===== src/rtl/instr_sequencer.sv =====
// instr_sequencer: multi-cycle FETCH/DECODE/EXEC/WB control FSM owning the PC and instruction register.
// Stops permanently on a decoded HALT until reset.
module instr_sequencer #(
   parameter logic [31:0] RESET_PC = 32'h0000_0000
) (
   input  logic        clk,
   input  logic        rst,
   input  logic        start,
   output logic        imem_req,
   output logic [31:0] imem_addr,
   input  logic        imem_ack,
   input  logic [31:0] imem_rdata,
   output logic [31:0] instr,
   output logic        dec_en,
   input  logic        dec_halt,
   output logic [31:0] pc,
   output logic        pc_en,
   input  logic [31:0] pc_nxt,
   output logic        exe_start,
   input  logic        exe_done,
   input  logic        wb_req,
   output logic        rf_we,
   output logic [31:0] retired,
   output logic        halted
);
   localparam logic [2:0] S_IDLE   = 3'd0;
   localparam logic [2:0] S_FETCH  = 3'd1;
   localparam logic [2:0] S_DECODE = 3'd2;
   localparam logic [2:0] S_EXEC   = 3'd3;
   localparam logic [2:0] S_WB     = 3'd4;
   localparam logic [2:0] S_HALT   = 3'd5;
   logic [2:0] state, state_nxt;
   logic       wb_flag;
   always_comb begin
      state_nxt = (state == S_IDLE && start)    ? S_FETCH :
                  (state == S_FETCH && imem_ack) ? S_DECODE :
                  (state == S_DECODE)            ? (dec_halt ? S_HALT : S_EXEC) :
                  (state == S_EXEC && exe_done)  ? S_WB :
                  (state == S_WB)                ? S_FETCH : state;
   end
   // exe_start is registered so it marks only the first EXEC cycle
   always_ff @(posedge clk or posedge rst) begin
      if (rst) begin
         state     <= S_IDLE;
         pc        <= RESET_PC;
         instr     <= '0;
         retired   <= '0;
         wb_flag   <= 1'b0;
         exe_start <= 1'b0;
      end else begin
         state     <= state_nxt;
         exe_start <= state == S_DECODE && !dec_halt;
         if (state == S_FETCH && imem_ack) instr <= imem_rdata;
         if (state == S_EXEC && exe_done) wb_flag <= wb_req;
         if (state == S_WB) begin
            pc      <= pc_nxt;
            retired <= retired + 32'd1;
         end
      end
   end
   assign imem_req  = state == S_FETCH;
   assign imem_addr = imem_req ? pc : 32'd0;
   assign dec_en    = state == S_DECODE;
   assign pc_en     = state == S_WB;
   assign rf_we     = pc_en && wb_flag;
   assign halted    = state == S_HALT;
endmodule


===== config.mk =====
export PLATFORM = sky130hd
export DESIGN_NAME = instr_sequencer
export DESIGN_NICKNAME = d
export VERILOG_FILES = /design/src/rtl/instr_sequencer.sv
export SDC_FILE = /design/constraint.sdc
export NUM_CORES = 1
export LEC_CHECK = 0
export CORE_MARGIN = 5
export CORE_UTILIZATION = 28
export CTS_CLUSTER_DIAMETER = 80
export DETAILED_ROUTE_END_ITERATION = 8
export SYNTH_ARGS = -nofsm -noshare
export SYNTH_HDL_FRONTEND = slang
export SYNTH_SLANG_ARGS = --single-unit

===== constraint.sdc =====
create_clock -name clk -period 4.2 [get_ports clk]
set_input_delay 1.05 -clock clk [delete_from_list [all_inputs] [get_ports clk]]
set_output_delay 1.05 -clock clk [all_outputs]
set_load 0.1 [all_outputs]

==> results of run 1 <==
==> layer usage <==
layer | part of all wire, % | up-vias | track usage (%)
met3 | 7.9 | 13 | 4.62
li1 | - | 1584 | -
met2 | 47 | 137 | 22.1
met4 | 2.0 | 0 | 5.43
met1 | 43 | 1677 | 17.0
met5 | 0 | - | 0
==> kinds of logic after synthesis <==
family                     after synthesis  synth area share [%]
buffers and inverters                   28                  3.06
adders and majority gates                1                 0.288
xor gates and xnor gates                31                  6.26
DFF                                    101                  58.2
and+or+nand+nor                        101                  13.8
muxes                                   66                  17.1
AOI/OAI and AO/OA                       10                  1.24
==> stage by stage <==
step	setup slack [ns]	util (%)	cell area, um2
6_report	1.13	44.8	6820
5_1_grt	0.984	44.8	6820
4_1_cts	1.12	44.8	6820
3_5_place_dp	1.50	42.7	6500
3_3_place_gp	1.54	42.7	6500
2_1_floorplan	0.186	-	4340
==> sequential cells by signal, summed over array words and instances, names as in the netlist <==
name       count
instr         32
state          3
wb_flag        1
exe_start      1
pc            32
retired       32
==> synthesized netlist by cell type, types with 6 or more instances <==
cell / count / area [um2]
nand4_1: 13 / 81.3
dfrtp_1: 101 / 2530
clkbuf_1: 9 / 33.8
nand3_1: 15 / 75.1
buf_2: 7 / 35.0
and3_1: 36 / 225
nor2_1: 8 / 30.0
mux2_2: 65 / 732
nand2_1: 10 / 37.5
xnor2_1: 28 / 245
inv_1: 8 / 30.0
nor3_1: 6 / 30.0
==> layout make-up <==
type	count	area share, %
Tap cell	188	3.45
Multi-Input combinational cell	209	24.7
Sequential cell	101	37.1
Clock buffer	12	3.91
Inverter	8	0.477
Timing Repair Buffer	210	29.6
Clock inverter	4	0.771
==> path summary, 6_finish.rpt <==
kind | cells past startpoint | slack (ns) | to | start
worst max-delay path | 4 | 1.13 | imem_addr[5] | state[1]$_DFFE_PP0P_
worst min-delay path | 1 | 0.47 | retired[31]$_DFFE_PP0N_ | retired[31]$_DFFE_PP0N_
worst max register to register | 5 | 1.66 | retired[20]$_DFFE_PP0N_ | state[1]$_DFFE_PP0P_
worst min register to register | 1 | 0.47 | retired[31]$_DFFE_PP0N_ | retired[31]$_DFFE_PP0N_
max in group asynchronous | 3 | 2.23 | instr[18]$_DFFE_PP0P_ | rst
min in group asynchronous | 2 | 1.14 | instr[15]$_DFFE_PP0P_ | rst
==> run_summary.xml, run 1 <==
<?xml version="1.0" encoding="UTF-8"?>
<metrics>
  <group name="clock_network">
    <metric name="cts.repair_timing.setup_buffer_count" unit="">0</metric>
    <metric name="cts_hold_repair.buffers" unit="">0</metric>
    <metric name="path_clk_slew" unit="ns">0.07</metric>
    <metric name="tritoncts" unit="">done</metric>
    <metric name="cts.htree.levels" unit="">3</metric>
    <metric name="clockBufferDepth" unit="">2</metric>
    <metric name="cts_repair_resize_count" unit="">0</metric>
    <metric name="cts_num_sinks" unit="">101</metric>
    <metric name="clkLatencyLatePin" unit="ns">0.34</metric>
    <metric name="clock-root-buffer" unit="">clkbuf_16</metric>
    <metric name="numCtsBuffers" unit="">9</metric>
  </group>
  <group name="grt">
    <metric name="grt_max_degree" unit="">49</metric>
    <metric name="grt_remaining_overflow" unit="">0</metric>
    <metric name="grt_first_pass_wirelength" unit="mm">19.8</metric>
    <metric name="via_count_of_the_first_global_routing_pass" unit="">3746</metric>
    <metric name="grt_use_total" unit="%">13.7</metric>
    <metric name="grt_antenna_before_repair" unit="">0</metric>
  </group>
  <group name="sta">
    <metric name="final-setup-viol-count" unit="">0</metric>
    <metric name="hold_ws" unit="ns">0.475</metric>
    <metric name="worst-slew-pin-transition" unit="ns">1.19</metric>
    <metric name="worst_slew_margin_rel" unit="%">20.3</metric>
    <metric name="clock-skew-final" unit="ns">0.00893</metric>
    <metric name="rsz0062_at_grt" unit="">false</metric>
    <metric name="layout_worst_path_cycle_share" unit="%">73.0</metric>
    <metric name="finalHoldViolCount" unit="">0</metric>
    <metric name="final.min_clock_period" unit="ns">3.07</metric>
    <metric name="fmax" unit="MHz">326</metric>
    <metric name="tns" unit="ns">0</metric>
    <metric name="final_max_slew_viol_count" unit="">0</metric>
  </group>
  <group name="routing">
    <metric name="drc" unit="">0</metric>
    <metric name="postRouteAntennaNets" unit="">0</metric>
    <metric name="avgRoutedWirePerCell" unit="um">16.5</metric>
    <metric name="vias_per_cell" unit="">4.66</metric>
    <metric name="drt-total-wl" unit="mm">12.1</metric>
    <metric name="drt_pre_antenna_iters" unit="">4</metric>
    <metric name="via_count" unit="">3411</metric>
    <metric name="detail_route.iter0.violations" unit="">162</metric>
  </group>
  <group name="place">
    <metric name="globalplace.congestion" unit="">0.767</metric>
    <metric name="dp_wirelength" unit="mm">8.86</metric>
    <metric name="place.port_buffers" unit="">204</metric>
    <metric name="placed_cells_incl_taps" unit="">716</metric>
  </group>
  <group name="logic_synthesis">
    <metric name="synth_nets" unit="">410</metric>
    <metric name="ys_dominant_reg_cell" unit="">dfrtp_1</metric>
    <metric name="synth.lib_cells_used.distinct" unit="">32</metric>
    <metric name="synth.yosys.warnings" unit="">0</metric>
    <metric name="synth_area_per_cell" unit="um2">12.8</metric>
    <metric name="ys_seq_elements" unit="">101</metric>
    <metric name="seq_area_frac_synth" unit="%">58.2</metric>
    <metric name="synth_edf_count" unit="">0</metric>
    <metric name="synthesis.area" unit="um2">4340</metric>
    <metric name="synthesis.instances" unit="">338</metric>
    <metric name="asyncSetResetFlopFracSynth" unit="%">100</metric>
  </group>
  <group name="layout">
    <metric name="final_layout_size_suffix_gt1_share" unit="%">23.9</metric>
    <metric name="final_cell_count_no_fill" unit="">732</metric>
    <metric name="layout-area-overhead-vs-synth" unit="%">57.1</metric>
    <metric name="multi_input_area" unit="um2">1680</metric>
    <metric name="fillers" unit="">1392</metric>
    <metric name="antenna-diode-count" unit="">0</metric>
    <metric name="final_nets" unit="">611</metric>
    <metric name="layout.cells.most_common" unit="">clkdlybuf4s50_1</metric>
    <metric name="most_frequent_cells_in_the_layout" unit="">clkdlybuf4s50_1 (167), dfrtp_1 (101), mux2_2 (65)</metric>
    <metric name="footprint_of_the_flip_flops_and_latches" unit="um2">2530</metric>
  </group>
  <group name="critical_path">
    <metric name="worst_path_max_delay_cell" unit="">dfrtp_1</metric>
    <metric name="worst_ep_arrival_time" unit="ns">2.02</metric>
    <metric name="cp_num_buf_inv" unit="">2</metric>
    <metric name="most_prevalent_standard_cell_on_the_critical_path" unit="">buf_4</metric>
    <metric name="critPathCaptureType" unit="">output port</metric>
    <metric name="timing.critical_path.from_type" unit="">flip-flop</metric>
    <metric name="critical-path-top-delay-family" unit="">buffers and inverters</metric>
    <metric name="worst_path_largest_cell_delay" unit="ns">0.50</metric>
    <metric name="timing.critical_path.required" unit="ns">3.15</metric>
    <metric name="worst-path-max-fanout" unit="">23</metric>
    <metric name="worst-setup-path-type" unit="">flip-flop to output port</metric>
    <metric name="worstPathCellList" unit="">nor2_2 &gt; buf_4 &gt; and3_1 &gt; buf_4</metric>
  </group>
  <group name="die">
    <metric name="num_ports" unit="">205</metric>
    <metric name="initial_util" unit="%">28.5</metric>
    <metric name="dieArea" unit="um2">18100</metric>
    <metric name="core_area" unit="um2">15200</metric>
    <metric name="die_x" unit="um">134</metric>
    <metric name="dieHeight" unit="um">134</metric>
    <metric name="number_of_placement_rows" unit="">45</metric>
  </group>
  <group name="min_path">
    <metric name="hold_path.class" unit="">flip-flop to flip-flop</metric>
  </group>
  <group name="job">
    <metric name="drv.max_cap_violation_count" unit="">0</metric>
  </group>
  <group name="outcome">
    <metric name="status" unit="">complete, no violations</metric>
  </group>
</metrics>
Power of run 1 is not shown: default switching activity piles up to over one toggle a cycle in this logic, so the estimate is an artifact.
==> inputs of run 2 (changes only) <==
- clock period: 4.2 -> 3.2 ns (I/O delays scaled with it)
==> run 2 against run 1 <==
  * Non-clock buffer count is 1 higher
  * Global-route usage is essentially flat
  * Utilization up 1.5 points
  * Critical path depth stayed put
  * Cell area rose by 3.3%
  * Sequential share of layout area decreased by 1.2 points
  * Clock skew down 0.0020 ns
  * Setup slack worse by 0.85 ns
==> run_summary.xml, run 2 (synthesis results as in run 1) <==
<?xml version="1.0" encoding="UTF-8"?>
<metrics>
  <group name="layout">
    <metric name="final_layout_size_suffix_gt1_share" unit="%">42.4</metric>
    <metric name="most_frequent_cells_in_the_layout" unit="">buf_4 (103), dfrtp_1 (101), clkdlybuf4s50_1 (70)</metric>
    <metric name="final_nets" unit="">612</metric>
    <metric name="antenna-diode-count" unit="">0</metric>
    <metric name="layout-area-overhead-vs-synth" unit="%">62.2</metric>
    <metric name="fillers" unit="">1364</metric>
    <metric name="reg_top3" unit="">instr: 32 flops, pc: 32 flops, retired: 32 flops</metric>
    <metric name="layout.cells.most_common" unit="">buf_4</metric>
  </group>
  <group name="grt">
    <metric name="grt_antenna_before_repair" unit="">0</metric>
    <metric name="grt_remaining_overflow" unit="">0</metric>
    <metric name="grt_max_degree" unit="">42</metric>
    <metric name="grt_use_total" unit="%">13.7</metric>
    <metric name="via_count_of_the_first_global_routing_pass" unit="">3605</metric>
    <metric name="grt_first_pass_wirelength" unit="mm">19.5</metric>
  </group>
  <group name="clock_network">
    <metric name="cts_hold_repair.buffers" unit="">0</metric>
    <metric name="clock-root-buffer" unit="">clkbuf_16</metric>
    <metric name="clkLatencyLatePin" unit="ns">0.35</metric>
    <metric name="cts_num_sinks" unit="">101</metric>
    <metric name="cts_repair_resize_count" unit="">0</metric>
    <metric name="numCtsBuffers" unit="">9</metric>
    <metric name="path_clk_slew" unit="ns">0.07</metric>
    <metric name="cts.repair_timing.setup_buffer_count" unit="">0</metric>
    <metric name="clockBufferDepth" unit="">2</metric>
    <metric name="cts.htree.levels" unit="">3</metric>
    <metric name="tritoncts" unit="">done</metric>
  </group>
  <group name="place">
    <metric name="globalplace.congestion" unit="">0.724</metric>
    <metric name="dp_wirelength" unit="mm">9.13</metric>
    <metric name="place.port_buffers" unit="">204</metric>
  </group>
  <group name="min_path">
    <metric name="hold_path.class" unit="">flip-flop to flip-flop</metric>
  </group>
  <group name="routing">
    <metric name="postRouteAntennaNets" unit="">0</metric>
    <metric name="drt-total-wl" unit="mm">12.1</metric>
    <metric name="via_count" unit="">3394</metric>
    <metric name="avgRoutedWirePerCell" unit="um">16.5</metric>
    <metric name="drt_pre_antenna_iters" unit="">4</metric>
    <metric name="vias_per_cell" unit="">4.63</metric>
    <metric name="drc" unit="">0</metric>
    <metric name="detail_route.iter0.violations" unit="">124</metric>
  </group>
  <group name="critical_path">
    <metric name="worst-setup-path-type" unit="">flip-flop to output port</metric>
    <metric name="r2r_setup_slack" unit="ns">0.94</metric>
    <metric name="worst_ep_arrival_time" unit="ns">2.12</metric>
    <metric name="critPathCaptureType" unit="">output port</metric>
    <metric name="timing.critical_path.required" unit="ns">2.40</metric>
    <metric name="timing.critical_path.from_type" unit="">flip-flop</metric>
    <metric name="worst-path-max-fanout" unit="">12</metric>
  </group>
  <group name="die">
    <metric name="die_x" unit="um">134</metric>
    <metric name="initial_util" unit="%">28.5</metric>
    <metric name="number_of_placement_rows" unit="">45</metric>
    <metric name="dieArea" unit="um2">18100</metric>
    <metric name="num_ports" unit="">205</metric>
    <metric name="dieHeight" unit="um">134</metric>
    <metric name="core_area" unit="um2">15200</metric>
  </group>
  <group name="sta">
    <metric name="fmax" unit="MHz">343</metric>
    <metric name="worst-slew-pin-transition" unit="ns">0.769</metric>
    <metric name="worst_slew_margin_rel" unit="%">48.3</metric>
    <metric name="final_max_slew_viol_count" unit="">0</metric>
    <metric name="layout_worst_path_cycle_share" unit="%">91.1</metric>
    <metric name="finalHoldViolCount" unit="">0</metric>
    <metric name="rsz0062_at_grt" unit="">false</metric>
    <metric name="final.min_clock_period" unit="ns">2.92</metric>
    <metric name="clock-skew-final" unit="ns">0.00691</metric>
    <metric name="tns" unit="ns">0</metric>
    <metric name="final-setup-viol-count" unit="">0</metric>
  </group>
  <group name="outcome">
    <metric name="status" unit="">complete, no violations</metric>
  </group>
  <group name="job">
    <metric name="drv.max_cap_violation_count" unit="">0</metric>
  </group>
</metrics>
==> run 2: layout make-up <==
cell class	instances	area, um2	share of cell area [%]
clock buffer	10	239	3.40
tap	188	235	3.34
inverter	8	33.8	0.480
multi-input combinational	209	1690	24.1
timing repair buffer	211	2230	31.8
clock inverter	6	75.1	1.07
sequential	101	2530	35.9
==> run 2: final timing paths <==
check                                        startpoint                       to  cells past startpoint
worst max-delay path               state[1]$_DFFE_PP0P_                    rf_we                      4
worst min-delay path            retired[31]$_DFFE_PP0N_  retired[31]$_DFFE_PP0N_                      1
worst max register to register     state[1]$_DFFE_PP0P_  retired[28]$_DFFE_PP0N_                      4
worst min register to register  retired[31]$_DFFE_PP0N_  retired[31]$_DFFE_PP0N_                      1
max in group asynchronous                           rst        pc[5]$_DFFE_PP0N_                      3
min in group asynchronous                           rst    instr[24]$_DFFE_PP0P_                      2
==> run 2: routing by layer <==
| layer | wire, um | up-vias | track usage (%) |
|---|---|---|---|
| li1 | - | 1586 | - |
| met1 | 4820 | 1647 | 15.6 |
| met2 | 5900 | 143 | 22.8 |
| met3 | 1200 | 18 | 6.71 |
| met4 | 196 | 0 | 3.85 |
| met5 | 0 | - | 0 |
==> run 2: metrics by stage <==
| step | instance area (um2) | util [%] | hold slack, ns | cells | setup WS [ns] |
|---|---|---|---|---|---|
| floorplan | 4350 | - | 0.463 | 338 | 0.166 |
| global placement | 6720 | 44.2 | 0.468 | 717 | 0.705 |
| detailed placement | 6720 | 44.2 | 0.473 | 717 | 0.655 |
| CTS | 7040 | 46.3 | 0.483 | 733 | 0.267 |
| global route | 7040 | 46.3 | 0.502 | 733 | 0.179 |
| finish | 7040 | 46.3 | 0.476 | 733 | 0.284 |
==> run 2: worst max-delay path, stage by stage (launching register included) <==
cell,delay (ns)
dfrtp_1,0.51
or3b_2,0.62
inv_1,0.25
and2_2,0.21
buf_12,0.17
Power of run 2 is left out for the same reason.
==> RTL change 1 (config.mk and constraints of run 1) <==
Reset style: synchronous (`rst`), changed in one clocked block.
--- a/src/rtl/instr_sequencer.sv
+++ b/src/rtl/instr_sequencer.sv
@@ -41,3 +41,3 @@
    // exe_start is registered so it marks only the first EXEC cycle
-   always_ff @(posedge clk or posedge rst) begin
+   always_ff @(posedge clk) begin
       if (rst) begin
Function: differs if rst is asserted again (counterexample within 4 cycles, from zero or initial values and one cycle with rst high); with rst held inactive, the same outputs for 10 cycles.
==> RTL change 1 against run 1 <==
- critical path depth is the same
- routed wire length grew 9.1%
- sequential share of layout area shrank 6.3 points
- non-clock buffer count shrank 3
- cell area shrank 3.6%
- synthesized cell count grew 57%
- synthesized area shrank 3.8%
- register-to-register slack gained 0.13 ns
- via count grew 24%
- worst setup slack lost 0.076 ns
- clock skew shrank 0.0024 ns
- sequential cell count is the same
- highest routed layer unchanged
Power is left out: it rests on default switching activity, and per cell area and clock period it moved more than threefold.
==> RTL change 1: results (changes against run 1) <==
fill_cells: 1434  # +3.0%
route.final.wire_length_mm: 13.2  # +9.1%
synth_warnings: 0  # unchanged
final.setup_skew_ns: 0.00649  # -0.00244 ns
gpl.final_weighted_congestion: 0.769  # +0.31%
gr-usage-met3_pct: 7.02  # +2.4 points
largest_driver_fanout_on_the_critical_path: 37  # +61%
cts_repair_resize_count: 0  # unchanged
grt_total_usage_pct: 14.7  # +0.97 points
post_route_cells_drive_above_1_share_pct: 8.39  # -16 points
groute.layer.met1.usage_pct: 16.8  # -0.22 points
place_ws_ns: 1.36  # -0.139 ns
finalCritPeriodShare_pct: 74.8  # +1.8 points
drt_pass_1_iters: 4  # unchanged
synth_top_cells_by_count: "sky130_fd_sc_hd__nand2_1, sky130_fd_sc_hd__dfxtp_1, sky130_fd_sc_hd__a21oi_1, sky130_fd_sc_hd__and2_1, sky130_fd_sc_hd__clkbuf_1"
min_path_cells: 2  # +1
remaining_max_slew_budget_at_the_tightest_pin_pct: 29.5  # +9.2 points
final_nets: 782  # +28%
htreeDepth: 3  # unchanged
ys_flop_type: "sky130_fd_sc_hd__dfxtp_1"
num_antenna_cells: 0  # unchanged
grt_use_met2_pct: 24.3  # +2.2 points
detail_route.iter0.violations: 208  # +28%
number_of_buffers_added_on_ports: 204  # unchanged
first_global_vias: 4091  # +9.2%
placed_cell_area_um2: 6260  # -3.7%
ys_top_cells_by_area: "sky130_fd_sc_hd__dfxtp_1, sky130_fd_sc_hd__nand2_1, sky130_fd_sc_hd__a21oi_1, sky130_fd_sc_hd__and2_1, sky130_fd_sc_hd__or4_1"
largest_registers: "instr (32), pc (32), retired (32)"
hp-start: "instr[11]"
grt_start_max_net_pins: 102  # +110%
post_dp_hpwl_mm: 9.46  # +6.8%
setup.reg_to_reg.worst_slack_ns: 1.79  # +0.13 ns
worst_setup_hold_path_clk_slew_ns: 0.07  # about the same
post_cts_setup_buffer_count: 0  # unchanged
grt-ovfl-total: 0  # unchanged
whs_endpoint: "instr[11]"
timing.rr.start: "state[2]"
outcome: "finished clean"
postSynthNetCount: 602  # +47%
worst_r2r_endpoint: "retired[26]"
synth_async_sr_flop_share_pct: 0  # -100 points
vias_per_cell: 4.71  # +1.2%
cp_data_arrival_time_ns: 2.09  # +0.07 ns
grt_pass1_wl_mm: 21.3  # +7.8%
r2r_cell_count: 4  # -1
synth_sequential_area_ratio_pct: 48.4  # -9.8 points
cts_made_buffers: 9  # unchanged
min_path_type: "reg2reg"
==> RTL change 1: area by class of cell <==
cell class	instances	area, um2	share of cell area (%)
Sequential cell	101	2020	30.8
Inverter	7	26.3	0.400
Multi-Input combinational cell	384	1980	30.2
Tap cell	184	230	3.50
Clock inverter	5	83.8	1.28
Clock buffer	11	233	3.54
Timing Repair Buffer	207	1990	30.3
==> RTL change 1: critical path, stage by stage (launching register included) <==
cell and delay (ns):
sky130_fd_sc_hd__dfxtp_1 0.62, sky130_fd_sc_hd__nand2_1 0.15, sky130_fd_sc_hd__inv_2 0.52, sky130_fd_sc_hd__and2_1 0.27
sky130_fd_sc_hd__buf_12 0.18
==> RTL change 1: worst max-delay path by stage <==
stage | to | startpoint
finish | rf_we | state[2]
global route | rf_we | state[2]
CTS | rf_we | state[2]
detailed placement | instr[25] | imem_ack
global placement | rf_we | state[2]
floorplan | imem_addr[22] | state[1]
==> RTL change 1: per-stage QoR <==
stage          hold WS (ns)  cells  utilization (%)
3_5_place_dp          0.449    883             42.9
6_report              0.455    899             45.1
3_3_place_gp          0.441    883             42.9
5_1_grt               0.476    899             45.1
2_1_floorplan         0.455    530                -
4_1_cts               0.460    899             45.1
==> RTL change 1: kinds of logic after synthesis <==
group | share of synthesized area (%)
mux | 0.240
buf+inv | 4.20
fa+ha+maj | 0.300
xor+xnor | 1.68
simple gates | 29.8
flops | 48.4
compound gates | 15.4
==> RTL change 1: layer usage <==
metal / vias to the layer above / part of all wire [%]
met2: 133 / 47
met5: - / 0
met3: 13 / 10
met4: 0 / 1.4
met1: 1929 / 41
li1: 2163 / -
==> RTL change 2 (flow settings as in run 1) <==
Without the edit above. Put one more register stage on the output `retired`, cleared by the reset. The value now appears one clock later. The other outputs are not delayed to match.
--- a/src/rtl/instr_sequencer.sv
+++ b/src/rtl/instr_sequencer.sv
@@ -31,2 +31,4 @@
    localparam logic [2:0] S_HALT   = 3'd5;
+
+   logic [31:0] retired_s0;
    logic [2:0] state, state_nxt;
@@ -46,3 +48,3 @@
          instr     <= '0;
-         retired   <= '0;
+         retired_s0 <= '0;
          wb_flag   <= 1'b0;
@@ -56,3 +58,3 @@
             pc      <= pc_nxt;
-            retired <= retired + 32'd1;
+            retired_s0 <= retired_s0 + 32'd1;
          end
@@ -66,2 +68,10 @@
    assign halted    = state == S_HALT;
+   always_ff @(posedge clk or posedge rst) begin
+      if (rst) begin
+         retired <= '0;
+      end else begin
+         retired <= retired_s0;
+      end
+   end
+
 endmodule
Check against the original RTL: not equivalent (Yosys sat finds a counterexample within 10 cycles, from zero or initial values and one cycle with rst high).
==> RTL change 2 against run 1 <==
- synthesized area grew 18%
- clock skew grew 0.0035 ns
- die area grew 17%
- first-iteration DRC count shrank 54%
- routed wire length grew 6.9%
- sequential cell count grew 32
- core utilization shrank 0.14 points
- worst setup slack lost 0.31 ns
- cell area grew 18%
- synthesized cell count grew 8.6%
- critical endpoint is now rf_we
Power is left out: the tool's default activity adds up to more than one toggle a clock period on the data nets, which glitch-free logic cannot reach.
==> RTL change 2: results (changes against run 1) <==
detail_route.iter0.violations: 74  # -54%
critical-path-max-stage-delay_ns: 0.66  # +0.16 ns
largest_driver_fanout_on_the_critical_path: 27  # +17%
numPlacedInstances: 790  # +10%
timing.rr.start: "state[0]"
cts_root_buf: "sky130_fd_sc_hd__clkbuf_16"
min_path_cells: 0  # -1
setup.reg_to_reg.worst_slack_ns: 1.48  # -0.18 ns
remaining_max_slew_budget_at_the_tightest_pin_pct: 31.4  # +11 points
cts_max_path_buffers: 2  # unchanged
postSynthNetCount: 439  # +7.1%
outcome: "finished clean"
grt_start_max_net_pins: 58  # +18%
r2r_cell_count: 5  # unchanged
first_global_vias: 4005  # +6.9%
initial_antenna_violation_count: 0  # unchanged
place_ws_ns: 1.25  # -0.256 ns
synth_async_sr_flop_share_pct: 100  # unchanged
num_antenna_cells: 0  # unchanged
synth_warnings: 0  # unchanged
synth_top_cells_by_count: "sky130_fd_sc_hd__dfrtp_1, sky130_fd_sc_hd__mux2_2, sky130_fd_sc_hd__and3_1, sky130_fd_sc_hd__xnor2_1"
hp-start: "retired_s0[7]"
final_nets: 652  # +6.7%
cp_data_arrival_time_ns: 2.33  # +0.31 ns
ys_flop_type: "sky130_fd_sc_hd__dfrtp_1"
gr-usage-met3_pct: 5.74  # +1.1 points
synth_sequential_area_ratio_pct: 65.0  # +6.8 points
grt_total_usage_pct: 12.4  # -1.3 points
stdcell_count: 822  # +12%
whs_ns: 0.384  # -0.0911 ns
gpl.final_weighted_congestion: 0.731  # -4.6%
grt_pass1_wl_mm: 21.3  # +7.5%
post_cts_setup_buffer_count: 0  # unchanged
whs_endpoint: "retired[7]"
min_path_type: "reg2reg"
placed_cell_area_um2: 7380  # +14%
post_route_cells_drive_above_1_share_pct: 24.6  # +0.72 points
worst_r2r_endpoint: "retired_s0[19]"
route.final.wire_length_mm: 12.9  # +6.9%
grt_use_met2_pct: 19.7  # -2.4 points
ys_top_cells_by_area: "sky130_fd_sc_hd__dfrtp_1, sky130_fd_sc_hd__mux2_2, sky130_fd_sc_hd__xnor2_1, sky130_fd_sc_hd__and3_1, sky130_fd_sc_hd__nand4_1"
avgSynthCellArea_um2: 13.9  # +8.6%
final.setup_skew_ns: 0.0124  # +0.00346 ns
post_route_cell_area_um2: 8030  # +18%
synth.distinct_cells: 35  # +9.4%
number_of_buffers_added_on_ports: 204  # unchanged
timing.critical_path.slowest_stage_cell: "sky130_fd_sc_hd__dfrtp_1"
drt_pass_1_iters: 4  # unchanged
cts_made_buffers: 17  # +8
worst_skew_pair.late_latency_ns: 0.41  # +0.07 ns
cts_repair_resize_count: 0  # unchanged
post_dp_hpwl_mm: 9.49  # +7.0%
htreeDepth: 4  # +1
groute.layer.met1.usage_pct: 15.3  # -1.7 points
worst_setup_hold_path_clk_slew_ns: 0.06
route.vias.total: 3671  # +7.6%
[RTL change 2: layer usage]
| layer | part of all wire [%] | up-vias |
|---|---|---|
| met5 | 0 | - |
| met4 | 0.71 | 0 |
| met3 | 9.1 | 4 |
| met2 | 48 | 143 |
| met1 | 42 | 1815 |
| li1 | - | 1709 |
[RTL change 2: worst max-delay path, delay by kind of cell, from the launching register on]
kind | cells | cell delay, ns
DFF | 1 | 0.66
buffers and inverters | 2 | 0.49
and+or+nand+nor | 2 | 0.76
[RTL change 2: layout make-up]
cell class | count | area, um2
tap | 229 | 287
inverter | 8 | 33.8
fill | 1662 | 9940
clock inverter | 12 | 189
sequential | 133 | 3330
timing repair buffer | 214 | 2060
clock buffer | 20 | 457
multi-input combinational | 206 | 1670
[RTL change 2: worst max-delay path by stage]
stage	startpoint	end	slack, ns
finish	state[0]	rf_we	0.82
global route	state[0]	rf_we	0.65
CTS	state[0]	rf_we	0.80
detailed placement	state[0]	rf_we	1.25
global placement	state[0]	rf_we	1.29
floorplan	state[0]	halted	0.17
[RTL change 2: logic make-up after synthesis]
group                    Yosys count  share of synthesized area, %
AO/OA/AOI/OAI                     10                          1.05
adder cells (fa/ha/maj)            1                         0.244
flip-flops                       133                          65.0
multiplexers                      66                          14.5
AND/OR/NAND/NOR                   98                          11.4
buffers and inverters             28                          2.42
XOR/XNOR                          31                          5.31
